$ cat src/rtl/mem_boot_loader.sv
// Power-on image loader: writes IMAGE_BYTES bytes into Memory from START_ADDR, one
// req/ack handshake per byte, holding the CPU off until the image is in place.
module mem_boot_loader #(
    parameter int                IMAGE_BYTES = 15,
    parameter int                ADDR_W      = 16,
    parameter int                DATA_W      = 8,
    parameter logic [ADDR_W-1:0] START_ADDR  = '0,
    parameter int                WAIT_MAX    = 8
) (
    input  logic                                  clock,
    input  logic                                  reset,
    input  logic                                  loadMem,
    input  logic [IMAGE_BYTES-1:0][DATA_W-1:0]    initial_memory,
    output logic                                  mem_req,
    output logic [ADDR_W-1:0]                     mem_addr,
    output logic [DATA_W-1:0]                     mem_wdata,
    input  logic                                  mem_ack,
    output logic                                  hold_cpu,
    output logic                                  loadMemComplete,
    output logic                                  load_error,
    output logic [$clog2(IMAGE_BYTES+1)-1:0]      byte_idx
);

    localparam int IDX_W  = $clog2(IMAGE_BYTES + 1);
    localparam int SEL_W  = (IMAGE_BYTES > 1) ? $clog2(IMAGE_BYTES) : 1;
    localparam int WCNT_W = $clog2(WAIT_MAX + 1);

    typedef enum logic [2:0] {
        S_IDLE,
        S_ISSUE,
        S_WAIT_ACK,
        S_DONE,
        S_ERROR
    } state_t;

    state_t state_reg, state_next;

    logic              mem_req_reg,   mem_req_next;
    logic [ADDR_W-1:0] mem_addr_reg,  mem_addr_next;
    logic [DATA_W-1:0] mem_wdata_reg, mem_wdata_next;
    logic              hold_cpu_reg,  hold_cpu_next;
    logic              complete_reg,  complete_next;
    logic              error_reg,     error_next;
    logic [IDX_W-1:0]  byte_idx_reg,  byte_idx_next;
    logic [WCNT_W-1:0] wait_cnt_reg,  wait_cnt_next;

    logic [DATA_W-1:0] image_bytes [IMAGE_BYTES];
    logic [IDX_W-1:0]  idx_inc;
    logic              last_byte;
    logic              wait_expired;
    logic              start;

    generate
        for (genvar gi = 0; gi < IMAGE_BYTES; gi++) begin : g_unpack
            assign image_bytes[gi] = initial_memory[gi];
        end
    endgenerate

    assign idx_inc      = byte_idx_reg + IDX_W'(1);
    assign last_byte    = (idx_inc == IDX_W'(IMAGE_BYTES));
    assign wait_expired = (wait_cnt_reg == WCNT_W'(WAIT_MAX - 1));
    // A load in flight (ISSUE/WAIT_ACK) is never restarted by loadMem.
    assign start        = loadMem && ((state_reg == S_IDLE) || (state_reg == S_DONE) ||
                                      (state_reg == S_ERROR));

    always_ff @(posedge clock or negedge reset) begin
        if (!reset) begin
            state_reg <= S_IDLE;
        end else begin
            state_reg <= state_next;
        end
    end

    always_comb begin
        state_next = state_reg;
        case (state_reg)
            S_IDLE, S_DONE, S_ERROR: begin
                if (start) state_next = S_ISSUE;
            end
            S_ISSUE: state_next = S_WAIT_ACK;
            S_WAIT_ACK: begin
                if (mem_ack) begin
                    state_next = last_byte ? S_DONE : S_ISSUE;
                end else if (wait_expired) begin
                    state_next = S_ERROR;
                end
            end
            default: state_next = S_IDLE;
        endcase
    end

    always_comb begin
        mem_req_next   = mem_req_reg;
        mem_addr_next  = mem_addr_reg;
        mem_wdata_next = mem_wdata_reg;
        hold_cpu_next  = hold_cpu_reg;
        complete_next  = complete_reg;
        error_next     = error_reg;
        byte_idx_next  = byte_idx_reg;
        wait_cnt_next  = wait_cnt_reg;
        case (state_reg)
            S_IDLE, S_DONE, S_ERROR: begin
                mem_req_next = 1'b0;
                if (start) begin
                    byte_idx_next = '0;
                    wait_cnt_next = '0;
                    complete_next = 1'b0;
                    error_next    = 1'b0;
                    hold_cpu_next = 1'b1;
                end
            end
            S_ISSUE: begin
                // Address wraps modulo 2^ADDR_W by construction of the sum width.
                mem_addr_next  = START_ADDR + ADDR_W'(byte_idx_reg);
                mem_wdata_next = image_bytes[byte_idx_reg[SEL_W-1:0]];
                mem_req_next   = 1'b1;
                wait_cnt_next  = '0;
            end
            S_WAIT_ACK: begin
                if (mem_ack) begin
                    mem_req_next  = 1'b0;
                    byte_idx_next = idx_inc;
                    if (last_byte) begin
                        complete_next = 1'b1;
                        hold_cpu_next = 1'b0;
                    end
                end else if (wait_expired) begin
                    mem_req_next = 1'b0;
                    error_next   = 1'b1;
                end else begin
                    wait_cnt_next = wait_cnt_reg + WCNT_W'(1);
                end
            end
            default: mem_req_next = 1'b0;
        endcase
    end

    always_ff @(posedge clock or negedge reset) begin
        if (!reset) begin
            mem_req_reg   <= 1'b0;
            mem_addr_reg  <= START_ADDR;
            mem_wdata_reg <= '0;
            hold_cpu_reg  <= 1'b1;
            complete_reg  <= 1'b0;
            error_reg     <= 1'b0;
            byte_idx_reg  <= '0;
            wait_cnt_reg  <= '0;
        end else begin
            mem_req_reg   <= mem_req_next;
            mem_addr_reg  <= mem_addr_next;
            mem_wdata_reg <= mem_wdata_next;
            hold_cpu_reg  <= hold_cpu_next;
            complete_reg  <= complete_next;
            error_reg     <= error_next;
            byte_idx_reg  <= byte_idx_next;
            wait_cnt_reg  <= wait_cnt_next;
        end
    end

    assign mem_req         = mem_req_reg;
    assign mem_addr        = mem_addr_reg;
    assign mem_wdata       = mem_wdata_reg;
    assign hold_cpu        = hold_cpu_reg;
    assign loadMemComplete = complete_reg;
    assign load_error      = error_reg;
    assign byte_idx        = byte_idx_reg;

endmodule

$ cat config.mk
export PLATFORM = sky130hd
export DESIGN_NAME = mem_boot_loader
export DESIGN_NICKNAME = d
export VERILOG_FILES = /design/src/rtl/mem_boot_loader.sv
export SDC_FILE = /design/constraint.sdc
export NUM_CORES = 1
export LEC_CHECK = 0
export CORE_ASPECT_RATIO = 0.8
export CORE_MARGIN = 1.5
export CORE_UTILIZATION = 40
export CTS_CLUSTER_SIZE = 16
export DETAILED_ROUTE_END_ITERATION = 12
export HOLD_SLACK_MARGIN = 0.08
export PLACE_DENSITY = 0.88
export SLEW_MARGIN = 20
export SYNTH_ARGS = -nofsm -noshare
export SYNTH_HDL_FRONTEND = slang
export SYNTH_SLANG_ARGS = --single-unit
$ cat constraint.sdc
create_clock -name clock -period 4.25 [get_ports clock]
set_input_delay 0.85 -clock clock [delete_from_list [all_inputs] [get_ports clock]]
set_output_delay 0.85 -clock clock [all_outputs]
set_load 0.005 [all_outputs]
# --- Word-level counts from Yosys, hierarchy flattened ---
# Cells that the tools add are included.
classes:
  eq_ne: 13
  n_bitwise: 1
  n_reduce_logical: 12
  add_sub_neg: 2
  order_cmp: 1
  muxes: 28
ops:
  columns: ["operator", "n"]
  rows:
  - ["$bmux 8 s4", 1]
  - ["$mux 4", 4]
  - ["$mux 8", 2]
  - ["$ne 2x2->1 const B", 6]
  - ["$pmux 4 s3", 1]
  - ["$reduce_and 4->1", 3]
  - ["$mux 1", 10]
  - ["$mux 3", 3]
  - ["$pmux 3 s3", 1]
  - ["$add 4x1->4 const B", 2]
  - ["$pmux 1 s2", 4]
  - ["$pmux 4 s2", 1]
  - ["$eq 3x2->1 const B", 2]
  - ["$ge 5x5->1 const B", 1]
  - ["$not 4->5", 1]
  - ["$eq 4x3->1 const B", 1]
  - ["$eq 4x4->1 const B", 1]
  - ["$eq 3x1->1 const B", 1]
  - ["$eq 3x3->1 const B", 1]
  - ["$logic_not 3->1", 1]
  - ["$ne 3x3->1 const B", 1]
  - ["$reduce_and 3->1", 1]
  - ["$reduce_bool 3->1", 1]
  - ["$reduce_or 3->1", 1]
  - ["other kinds (5)", 6]
totals:
  elab_cells: 66
  input_bits: 124
  output_inout_bits: 32
  register_bits: 27

# --- Depth between registers and ports, before layout ---
# Gate-level depths: netlist of run 1.
depth:
  word_depth: 6
  mapped_depth: 7
  ltp_nobuf: 6

# --- Least setup slack after synthesis of run 1 ---
# OpenSTA, ideal clock, no wires.
synth_path:
  path_kind: "input port to flip-flop"
  from: "input port initial_memory[8] (netlist name)"
  to: "register mem_wdata_reg[0], in the netlist mem_wdata[0]"
  stages: 5
  path_buffers: 0
  setup_time_ps: 124
  t_arrival_ps: 1643
  slack_ps: 2483
  cell_sequence: "mux4_1 nor2_1 a31oi_1 a22oi_1 nand2_1"
synth_via:
  elab_chain_len: 3
synth_rtl:
  columns: ["element", "line", "text"]
  rows:
  - ["start, declared", "13", "input logic [IMAGE_BYTES-1:0][DATA_W-1:0] initial_memory,"]
  - ["$bmux 8 s4", "115", "mem_wdata_next = image_bytes[byte_idx_reg[SEL_W-1:0]];"]
  - ["$mux 8 (implied by the code) (2 in a row)", "115", null]
  - ["end signal, assigned", "151", "mem_wdata_reg <= mem_wdata_next;"]
  - ["end, declared", "40", "logic [DATA_W-1:0] mem_wdata_reg, mem_wdata_next;"]
# Every way passes these cells. The select of a mux whose other input is x is not followed.
# A chain may end at the register's enable or synchronous reset.

# --- Worst setup path after layout of run 1 ---
layout_path:
  from: "register byte_idx_reg[3], in the netlist byte_idx[3]"
  to: "output port byte_idx[3]"
layout_lines:
  columns: ["element", "line", "text"]
  rows:
  - ["start, declared", "44", "logic [IDX_W-1:0] byte_idx_reg, byte_idx_next;"]
  - ["start signal, assigned", "155", "byte_idx_reg <= byte_idx_next;"]
  - ["end, declared", "21", "output logic [$clog2(IMAGE_BYTES+1)-1:0] byte_idx"]
# No word-level cell between the ends.

==> results of run 1 <==
[cell usage after synthesis, drive strengths merged (2+ instances only)]
master	count	area (µm²)
buf	25	191
a21oi	11	55.1
nor3b	2	15.0
a221o	3	30.0
a31oi	3	18.8
inv	8	30.0
mux4	23	589
nand3	4	20.0
dfrtp	26	651
o211ai	7	52.6
clkbuf	4	15.0
o21ai	22	110
nor3	2	15.0
o31ai	5	37.5
nand2b	4	25.0
mux2i	9	90.1
ha	3	37.5
nand2	33	124
mux2	5	56.3
a21o	2	15.0
and3	5	31.3
nor2	13	48.8
o22ai	2	12.5
[final cells by class]
class | count | share of cell area [%]
multi-input combinational | 182 | 39.8
timing repair buffer | 146 | 37.9
sequential | 27 | 17.7
tap | 81 | 2.64
clock buffer | 4 | 1.18
inverter | 8 | 0.784
[logic make-up after synthesis]
family          count (synthesis)  synth area share (%)
compound gates                 62                  16.3
fa+ha+maj                       3                  1.57
buf+inv                        37                  9.86
flops                          27                  28.2
mux                            37                  30.7
other cells                     1                 0.156
simple gates                   68                  13.2
[power groups by stage]
| stage | clock [mW] | sequential (mW) | combinational (mW) |
|---|---|---|---|
| after floorplan | 0 | 0.395 | 0.508 |
| after global placement | 0 | 0.433 | 0.740 |
| after detailed placement | 0 | 0.437 | 0.763 |
| after CTS | 0.152 | 0.434 | 0.766 |
| after global routing | 0.163 | 0.448 | 0.826 |
| final | 0.148 | 0.434 | 0.760 |
[tightest hold or removal path: stages, from the launching register on]
cell,delay [ps]
dfrtp_1,360
nand2_1,50
o21ai_0,60
[path summary, 6_finish.rpt]
| kind | from | endpoint | slack, ps | depth (start not counted) |
|---|---|---|---|---|
| min in group asynchronous | reset | mem_addr[1] | 950 | 2 |
| min | mem_addr[0] | mem_addr[0] | 490 | 2 |
| min reg2reg | mem_addr[0] | mem_addr[0] | 490 | 2 |
| max in group asynchronous | reset | hold_cpu | 3000 | 2 |
| max reg2reg | byte_idx[0] | mem_wdata[7] | 1800 | 6 |
| max | byte_idx[3] | byte_idx[3] | 1750 | 1 |
[layer usage]
| metal | GRT usage [%] | share of wire [%] | vias up |
|---|---|---|---|
| li1 | - | - | 1142 |
| met5 | 0 | 0 | - |
| met3 | 3.41 | 7.8 | 4 |
| met2 | 42.6 | 56 | 127 |
| met4 | 3.93 | 0.38 | 0 |
| met1 | 25.4 | 36 | 1141 |
==> impl_results.html, run 1 <==
<table>
<tr><th>Metric</th><th>Value</th></tr>
<tr><th colspan="2">Placed design</th></tr>
<tr><td>Port-buffer cells</td><td>143</td></tr>
<tr><td>Instance area after placement</td><td>0.00379 mm²</td></tr>
<tr><td>Weighted congestion at the end of routability-driven global placement</td><td>between 0.8 and 0.9</td></tr>
<tr><td>Placed Cells incl. Taps</td><td>444</td></tr>
<tr><td>Final HPWL DP</td><td>5790 µm</td></tr>
<tr><td>Post-place setup slack</td><td>1760 ps</td></tr>
<tr><th colspan="2">Layout</th></tr>
<tr><td>Layout overhead on the synthesized area</td><td>59.9%</td></tr>
<tr><td>Post-Route Utilization</td><td>65.5%</td></tr>
<tr><td>Largest register FFs</td><td>8</td></tr>
<tr><td>Most frequent cells in the layout</td><td>clkdlybuf4s50_1, nand2_1, dfrtp_1</td></tr>
<tr><td>Number of antenna repair diodes</td><td>0</td></tr>
<tr><td>Multi-input logic area</td><td>0.00153 mm²</td></tr>
<tr><td>Cell area after layout</td><td>approximately 0.0038 mm²</td></tr>
<tr><td>Most common cell after layout, fill and taps aside</td><td>clkdlybuf4s50_1</td></tr>
<tr><td>Layout Nets</td><td>495</td></tr>
<tr><td>Number of filler cells placed in the layout</td><td>466</td></tr>
<tr><td>Non-Filler Instances</td><td>448</td></tr>
<tr><td>Layout cells sized above 1</td><td>around 4.9%</td></tr>
<tr><td>Area taken by flip-flops and latches</td><td>677 µm²</td></tr>
<tr><th colspan="2">Worst setup path</th></tr>
<tr><td>Worst setup SP type</td><td>register</td></tr>
<tr><td>Required time of the critical path</td><td>~3400 ps</td></tr>
<tr><td>Buffers plus inverters on the worst setup path</td><td>1</td></tr>
<tr><td>Path type of the worst setup path</td><td>reg2out</td></tr>
<tr><td>CP Capture Type</td><td>output pin</td></tr>
<tr><td>CP Cell Sequence</td><td>clkdlybuf4s50_1</td></tr>
<tr><td>Peak per-stage delay on the critical path</td><td>750 ps</td></tr>
<tr><td>Critical path's top delay family</td><td>flip-flops</td></tr>
<tr><td>Critical path data arrival time</td><td>~1700 ps</td></tr>
<tr><td>Standard cell with the maximum stage delay on the critical path</td><td>dfrtp_1</td></tr>
<tr><td>Worst-path maximum fanout</td><td>18</td></tr>
<tr><th colspan="2">Outcome</th></tr>
<tr><td>Outcome</td><td>finished clean</td></tr>
<tr><th colspan="2">Detailed routing</th></tr>
<tr><td>Final WL</td><td>7170 µm</td></tr>
<tr><td>Post-detailed-route DRC marker count</td><td>0</td></tr>
<tr><td>Final routed wire length divided by cell count</td><td>16.0 µm</td></tr>
<tr><td>DRT iter0 DRCs</td><td>197</td></tr>
<tr><td>Number of vias per cell</td><td>roughly 5.4</td></tr>
<tr><td>Routed via count</td><td>2414</td></tr>
<tr><td>Antenna-violating nets left</td><td>0</td></tr>
<tr><td>1st-pass router iterations</td><td>4</td></tr>
<tr><th colspan="2">Floorplanning</th></tr>
<tr><td>Top Ports</td><td>156</td></tr>
<tr><td>Die height</td><td>72.2 µm</td></tr>
<tr><td>Placeable core region</td><td>0.00585 mm²</td></tr>
<tr><td>Starting density of the core</td><td>between 40% and 50%</td></tr>
<tr><td>Die Area</td><td>0.00647 mm²</td></tr>
<tr><td>Core Rows</td><td>25</td></tr>
<tr><td>Width of the chip</td><td>89.6 µm</td></tr>
<tr><th colspan="2">Clock tree</th></tr>
<tr><td>Clock tree from TritonCTS</td><td>yes</td></tr>
<tr><td># clock sinks</td><td>27</td></tr>
<tr><td>Clock-pin slew on the worst setup and hold paths</td><td>90 ps</td></tr>
<tr><td>Level count of the clock H-tree</td><td>1</td></tr>
<tr><td>Post-CTS sizing</td><td>0</td></tr>
<tr><td>CTS max path bufs</td><td>2</td></tr>
<tr><td>Post-CTS Repair Setup Buffers</td><td>0</td></tr>
<tr><td>Clock latency at the later pin of the worst-skew pair</td><td>around 280 ps</td></tr>
<tr><td>Total CTS buffers</td><td>3</td></tr>
<tr><td>Root Buffer</td><td>clkbuf_8</td></tr>
<tr><td>Post-CTS Hold Buffers</td><td>0</td></tr>
<tr><th colspan="2">Pwr</th></tr>
<tr><td>Sequential share of power</td><td>32.4%</td></tr>
<tr><td>Switching power share of the total</td><td>36.3%</td></tr>
<tr><td>Fraction of power consumed by combinational cells</td><td>56.6%</td></tr>
<tr><td>Part of the power in the clock network</td><td>11.0%</td></tr>
<tr><td>Power Density</td><td>350 mW/mm²</td></tr>
<tr><td>Internal Pwr Total</td><td>between 0.8 and 0.9 mW</td></tr>
<tr><td>Worst IR Drop VDD</td><td>0.197 mV</td></tr>
<tr><td>Leakage power of the design</td><td>1.51 nW</td></tr>
<tr><td>Psw</td><td>0.487 mW</td></tr>
<tr><td>Power consumption</td><td>1.34 mW</td></tr>
<tr><th colspan="2">Timing</th></tr>
<tr><td>Setup-violating endpoint count in the final report</td><td>0</td></tr>
<tr><td>Relative slew slack</td><td>42.6%</td></tr>
<tr><td>Clk_skew</td><td>roughly 3.4 ps</td></tr>
<tr><td>Worst Max-Slew Pin Slew</td><td>approximately 860 ps</td></tr>
<tr><td>Period Utilization, post-route</td><td>about three fifths</td></tr>
<tr><td>RSZ-0062 raised after global routing</td><td>no</td></tr>
<tr><td>Shortest period the worst path allows</td><td>approximately 2500 ps</td></tr>
<tr><td>Hold Worst Slack</td><td>494 ps</td></tr>
<tr><td>Peak clock frequency supported by timing</td><td>400 MHz</td></tr>
<tr><td>Setup slack after layout</td><td>around 1700 ps</td></tr>
<tr><td>Final slew viol count</td><td>0</td></tr>
<tr><td>Number of endpoints with negative hold slack in the final report</td><td>0</td></tr>
<tr><td>Final total negative setup slack</td><td>0 ps</td></tr>
<tr><th colspan="2">Global route</th></tr>
<tr><td>Largest net degree at the start of global routing</td><td>30</td></tr>
<tr><td>Via count of the first global-routing pass</td><td>roughly 2.4k</td></tr>
<tr><td>Antenna violations before repair</td><td>0</td></tr>
<tr><td>Global-route wire length before repair</td><td>11000 µm</td></tr>
<tr><td>GRT Overall Usage</td><td>22.0%</td></tr>
<tr><td>Residual overflow from global routing</td><td>0</td></tr>
<tr><th colspan="2">Job</th></tr>
<tr><td>Number of max-capacitance violations reported</td><td>0</td></tr>
<tr><th colspan="2">Logic synthesis</th></tr>
<tr><td>Netlist area before placement</td><td>0.00240 mm²</td></tr>
<tr><td>Sequential fraction of the synthesis area</td><td>between 20% and 30%</td></tr>
<tr><td>Yosys warns</td><td>0</td></tr>
<tr><td>Synthesized area per cell</td><td>10.2 µm²</td></tr>
<tr><td>Leading register cell type out of synthesis</td><td>dfrtp_1</td></tr>
<tr><td>Synth Register Bits</td><td>27</td></tr>
<tr><td>Library cells used by synthesis</td><td>43</td></tr>
<tr><td>Cell count after synthesis</td><td>235</td></tr>
<tr><td>Share of synthesized registers carrying an async set or reset</td><td>100%</td></tr>
<tr><td>Number of enable flip-flop cells after synthesis</td><td>0</td></tr>
<tr><th colspan="2">Hold path</th></tr>
<tr><td>Class of the tightest hold or removal check</td><td>reg2reg</td></tr>
</table>
Note: power is estimated with default switching activity, not from simulation.
==> run 2, diff against run 1 <==
--- a/config.mk
+++ b/config.mk
@@ -7,11 +7,11 @@
 export LEC_CHECK = 0
 export CORE_ASPECT_RATIO = 0.8
 export CORE_MARGIN = 1.5
-export CORE_UTILIZATION = 40
+export CORE_UTILIZATION = 37
 export CTS_CLUSTER_SIZE = 16
 export DETAILED_ROUTE_END_ITERATION = 12
 export HOLD_SLACK_MARGIN = 0.08
-export PLACE_DENSITY = 0.88
+export PLACE_DENSITY = 0.82
 export SLEW_MARGIN = 20
 export SYNTH_ARGS = -nofsm -noshare
 export SYNTH_HDL_FRONTEND = slang
==> constraint.sdc (replaced) <==
create_clock -name clock -period 2.4 [get_ports clock]
set_input_delay 0.48 -clock clock [delete_from_list [all_inputs] [get_ports clock]]
set_output_delay 0.48 -clock clock [all_outputs]
set_load 0.005 [all_outputs]
==> run 2 against run 1 <==
Critical path depth up 5. Utilization shrank 3.9 points. Die area up 7.8%. Cell count grew 1.6%. Setup slack lost 1400 ps. Count of clock-buffer cells in the layout stayed put. Design area increased by 1.5%. Hold slack better by 1.4 ps. Global-route usage decreased by 2.1 points. Clock skew increased by 1.3 ps.
==> impl_results.html, run 2 (synthesis gave the netlist of run 1 again) <==
<table>
<tr><th>Metric</th><th>Value</th></tr>
<tr><th colspan="2">Global route</th></tr>
<tr><td>GRT Overall Usage</td><td>19.9% (-2.1 points)</td></tr>
<tr><td>Global-route track usage on met3</td><td>3.84% (+0.43 points)</td></tr>
<tr><td>Largest net degree at the start of global routing</td><td>31 (+3.3%)</td></tr>
<tr><td>Via count of the first global-routing pass</td><td>2277 (-6.3%)</td></tr>
<tr><td>Global-route layer with the greatest usage</td><td>met2</td></tr>
<tr><td>Antenna violations before repair</td><td>0 (unchanged)</td></tr>
<tr><td>Residual overflow from global routing</td><td>0 (unchanged)</td></tr>
<tr><td>Met1 usage</td><td>26.0% (+0.63 points)</td></tr>
<tr><td>Global-route wire length before repair</td><td>10900 µm (-0.26%)</td></tr>
<tr><td>Met2 Resource Use GR</td><td>35.3% (-7.3 points)</td></tr>
<tr><th colspan="2">Clock tree</th></tr>
<tr><td>Post-CTS Hold Buffers</td><td>0 (unchanged)</td></tr>
<tr><td>Clock latency at the later pin of the worst-skew pair</td><td>270 ps (about the same)</td></tr>
<tr><td>Clock tree from TritonCTS</td><td>yes</td></tr>
<tr><td>Post-CTS Repair Setup Buffers</td><td>0 (unchanged)</td></tr>
<tr><td>Clock-pin slew on the worst setup and hold paths</td><td>90 ps (about the same)</td></tr>
<tr><td>CTS max path bufs</td><td>2 (unchanged)</td></tr>
<tr><td>Post-CTS sizing</td><td>0 (unchanged)</td></tr>
<tr><td>Root Buffer</td><td>clkbuf_8</td></tr>
<tr><td># clock sinks</td><td>27 (unchanged)</td></tr>
<tr><td>Total CTS buffers</td><td>3 (unchanged)</td></tr>
<tr><td>Level count of the clock H-tree</td><td>1 (unchanged)</td></tr>
<tr><th colspan="2">Timing</th></tr>
<tr><td>Setup-violating endpoint count in the final report</td><td>0 (unchanged)</td></tr>
<tr><td>Final slew viol count</td><td>0 (unchanged)</td></tr>
<tr><td>Number of endpoints with negative hold slack in the final report</td><td>0 (unchanged)</td></tr>
<tr><td>Shortest period the worst path allows</td><td>2090 ps</td></tr>
<tr><td>Hold Worst Slack</td><td>496 ps (+1.41 ps)</td></tr>
<tr><td>Relative slew slack</td><td>57.3% (+15 points)</td></tr>
<tr><td>Setup slack after layout</td><td>309 ps (-1440 ps)</td></tr>
<tr><td>Period Utilization, post-route</td><td>87.1%</td></tr>
<tr><td>Worst Max-Slew Pin Slew</td><td>639 ps (-220 ps)</td></tr>
<tr><td>Peak clock frequency supported by timing</td><td>478 MHz</td></tr>
<tr><td>Clk_skew</td><td>4.70 ps (+1.34 ps)</td></tr>
<tr><td>RSZ-0062 raised after global routing</td><td>no</td></tr>
<tr><td>Final total negative setup slack</td><td>0 ps (unchanged)</td></tr>
<tr><th colspan="2">Layout</th></tr>
<tr><td>Most frequent cells in the layout</td><td>clkdlybuf4s50_1, nand2_1, dfrtp_1</td></tr>
<tr><td>Layout overhead on the synthesized area</td><td>62.3%</td></tr>
<tr><td>Number of antenna repair diodes</td><td>0 (unchanged)</td></tr>
<tr><td>Largest register FFs</td><td>8 (unchanged)</td></tr>
<tr><td>Layout cells sized above 1</td><td>5.93% (+1.0 points)</td></tr>
<tr><td>Layout Nets</td><td>499 (+0.81%)</td></tr>
<tr><td>Most common cell after layout, fill and taps aside</td><td>clkdlybuf4s50_1</td></tr>
<tr><td>Number of filler cells placed in the layout</td><td>534 (+15%)</td></tr>
<tr><td>Post-Route Utilization</td><td>61.7% (-3.9 points)</td></tr>
<tr><th colspan="2">Detailed routing</th></tr>
<tr><td>Routed via count</td><td>2379 (-1.4%)</td></tr>
<tr><td>1st-pass router iterations</td><td>4 (unchanged)</td></tr>
<tr><td>Antenna-violating nets left</td><td>0 (unchanged)</td></tr>
<tr><td>Post-detailed-route DRC marker count</td><td>0 (unchanged)</td></tr>
<tr><td>Final WL</td><td>7250 µm (+1.1%)</td></tr>
<tr><td>DRT iter0 DRCs</td><td>119 (-40%)</td></tr>
<tr><td>Number of vias per cell</td><td>5.23 (-3.0%)</td></tr>
<tr><td>Final routed wire length divided by cell count</td><td>15.9 µm (-0.44%)</td></tr>
<tr><th colspan="2">Placed design</th></tr>
<tr><td>Port-buffer cells</td><td>143 (unchanged)</td></tr>
<tr><td>Post-place setup slack</td><td>390 ps (-1370 ps)</td></tr>
<tr><td>Weighted congestion at the end of routability-driven global placement</td><td>0.793 (-2.8%)</td></tr>
<tr><td>Final HPWL DP</td><td>5890 µm (+1.7%)</td></tr>
<tr><th colspan="2">Worst setup path</th></tr>
<tr><td>Length in cells of the worst reg-to-reg path</td><td>6 (unchanged)</td></tr>
<tr><td>Required time of the critical path</td><td>2580 ps (-820 ps)</td></tr>
<tr><td>Critical path data arrival time</td><td>2270 ps (+620 ps)</td></tr>
<tr><td>Start of the worst register-to-register path</td><td>byte_idx[0]</td></tr>
<tr><td>Capture point of the worst reg-to-reg path</td><td>mem_wdata[7]</td></tr>
<tr><td>Reg2reg setup slack</td><td>310 ps (-1490 ps)</td></tr>
<tr><td>Worst-path maximum fanout</td><td>30 (+12)</td></tr>
<tr><td>Worst setup SP type</td><td>register</td></tr>
<tr><td>CP Capture Type</td><td>register</td></tr>
<tr><td>Path type of the worst setup path</td><td>reg2reg</td></tr>
<tr><th colspan="2">Pwr</th></tr>
<tr><td>Leakage power of the design</td><td>1.54 nW (+1.7%)</td></tr>
<tr><td>Power Density</td><td>622 mW/mm² (+78%)</td></tr>
<tr><td>Power consumption</td><td>2.42 mW (+80%)</td></tr>
<tr><td>Fraction of power consumed by combinational cells</td><td>58.2% (+1.6 points)</td></tr>
<tr><td>Worst IR Drop VDD</td><td>0.262 mV (+33%)</td></tr>
<tr><td>Internal Pwr Total</td><td>1.55 mW (+81%)</td></tr>
<tr><td>Sequential share of power</td><td>31.1% (-1.3 points)</td></tr>
<tr><td>Switching power share of the total</td><td>36.0% (-0.31 points)</td></tr>
<tr><td>Psw</td><td>0.871 mW (+79%)</td></tr>
<tr><td>Part of the power in the clock network</td><td>10.7% (-0.3 points)</td></tr>
<tr><th colspan="2">Floorplanning</th></tr>
<tr><td>Starting density of the core</td><td>38.0% (-3.0 points)</td></tr>
<tr><td>Core Rows</td><td>26 (+4.0%)</td></tr>
<tr><td>Width of the chip</td><td>93.0 µm (+3.8%)</td></tr>
<tr><td>Top Ports</td><td>156 (unchanged)</td></tr>
<tr><td>Die height</td><td>75.0 µm (+3.8%)</td></tr>
<tr><td>Placeable core region</td><td>0.00631 mm² (+7.9%)</td></tr>
<tr><td>Die Area</td><td>0.00697 mm² (+7.8%)</td></tr>
<tr><th colspan="2">Hold path</th></tr>
<tr><td>Class of the tightest hold or removal check</td><td>reg2reg</td></tr>
<tr><td>Cells on Worst Hold Path</td><td>2 (unchanged)</td></tr>
<tr><td>Worst Hold Endpoint</td><td>mem_wdata[6]</td></tr>
<tr><td>Hold Startpoint</td><td>mem_wdata[6]</td></tr>
<tr><th colspan="2">Outcome</th></tr>
<tr><td>Outcome</td><td>finished clean</td></tr>
<tr><th colspan="2">Job</th></tr>
<tr><td>Number of max-capacitance violations reported</td><td>0 (unchanged)</td></tr>
</table>
run 2: cell count changes in the layout (fill, tap and decap cells not counted), sizes merged:
cell	delta
buf	+4
run 2: through the flow:
step	instances	cell area, µm²
floorplan	246	2440
global placement	451	3850
detailed placement	451	3850
CTS	455	3890
global route	455	3890
finish	455	3890
run 2: worst max-delay path, stage by stage, from the launching register on:
cell	delay, ps
dfrtp_1	590
buf_12	260
nor2b_1	560
a21oi_1	150
o21ai_0	110
o21ai_0	130
o31ai_1	200
run 2: layout make-up:
cell class / count / area (µm²) / area share (%)
Multi-Input combinational cell: 182 / 1530 / 39.2
Timing Repair Buffer: 150 / 1510 / 38.8
Sequential cell: 27 / 677 / 17.4
Tap cell: 84 / 105 / 2.70
Clock buffer: 4 / 45.0 / 1.16
Inverter: 8 / 30.0 / 0.772
run 2: worst max-delay path by stage:
stage                           start              end
final                     byte_idx[0]     mem_wdata[7]
after global routing      byte_idx[0]     mem_wdata[7]
after global placement        mem_ack  wait_cnt_reg[0]
after detailed placement  byte_idx[0]     mem_wdata[1]
after CTS                 byte_idx[0]     mem_wdata[7]
after floorplan           byte_idx[0]     mem_wdata[3]
run 2: power groups by stage:
stage	clock (mW)	sequential (mW)	combinational (mW)
global route	0.291	0.776	1.53
floorplan	0	0.699	0.899
global placement	0	0.753	1.38
CTS	0.270	0.754	1.42
detailed placement	0	0.761	1.41
finish	0.259	0.753	1.41
run 2: layer usage:
metal / part of all wire [%] / wire length, µm
met5: 0 / 0
met1: 41 / 2990
met4: 0.43 / 31
met2: 52 / 3750
met3: 6.8 / 492
==> run 3, diff against run 2 <==
--- a/config.mk
+++ b/config.mk
@@ -8,7 +8,7 @@
 export CORE_ASPECT_RATIO = 0.8
 export CORE_MARGIN = 1.5
 export CORE_UTILIZATION = 37
-export CTS_CLUSTER_SIZE = 16
+export CTS_CLUSTER_SIZE = 10
 export DETAILED_ROUTE_END_ITERATION = 12
 export HOLD_SLACK_MARGIN = 0.08
 export PLACE_DENSITY = 0.82
==> results of run 3 <==
No change in the layout: final DEF, timing and power equal those of run 2.
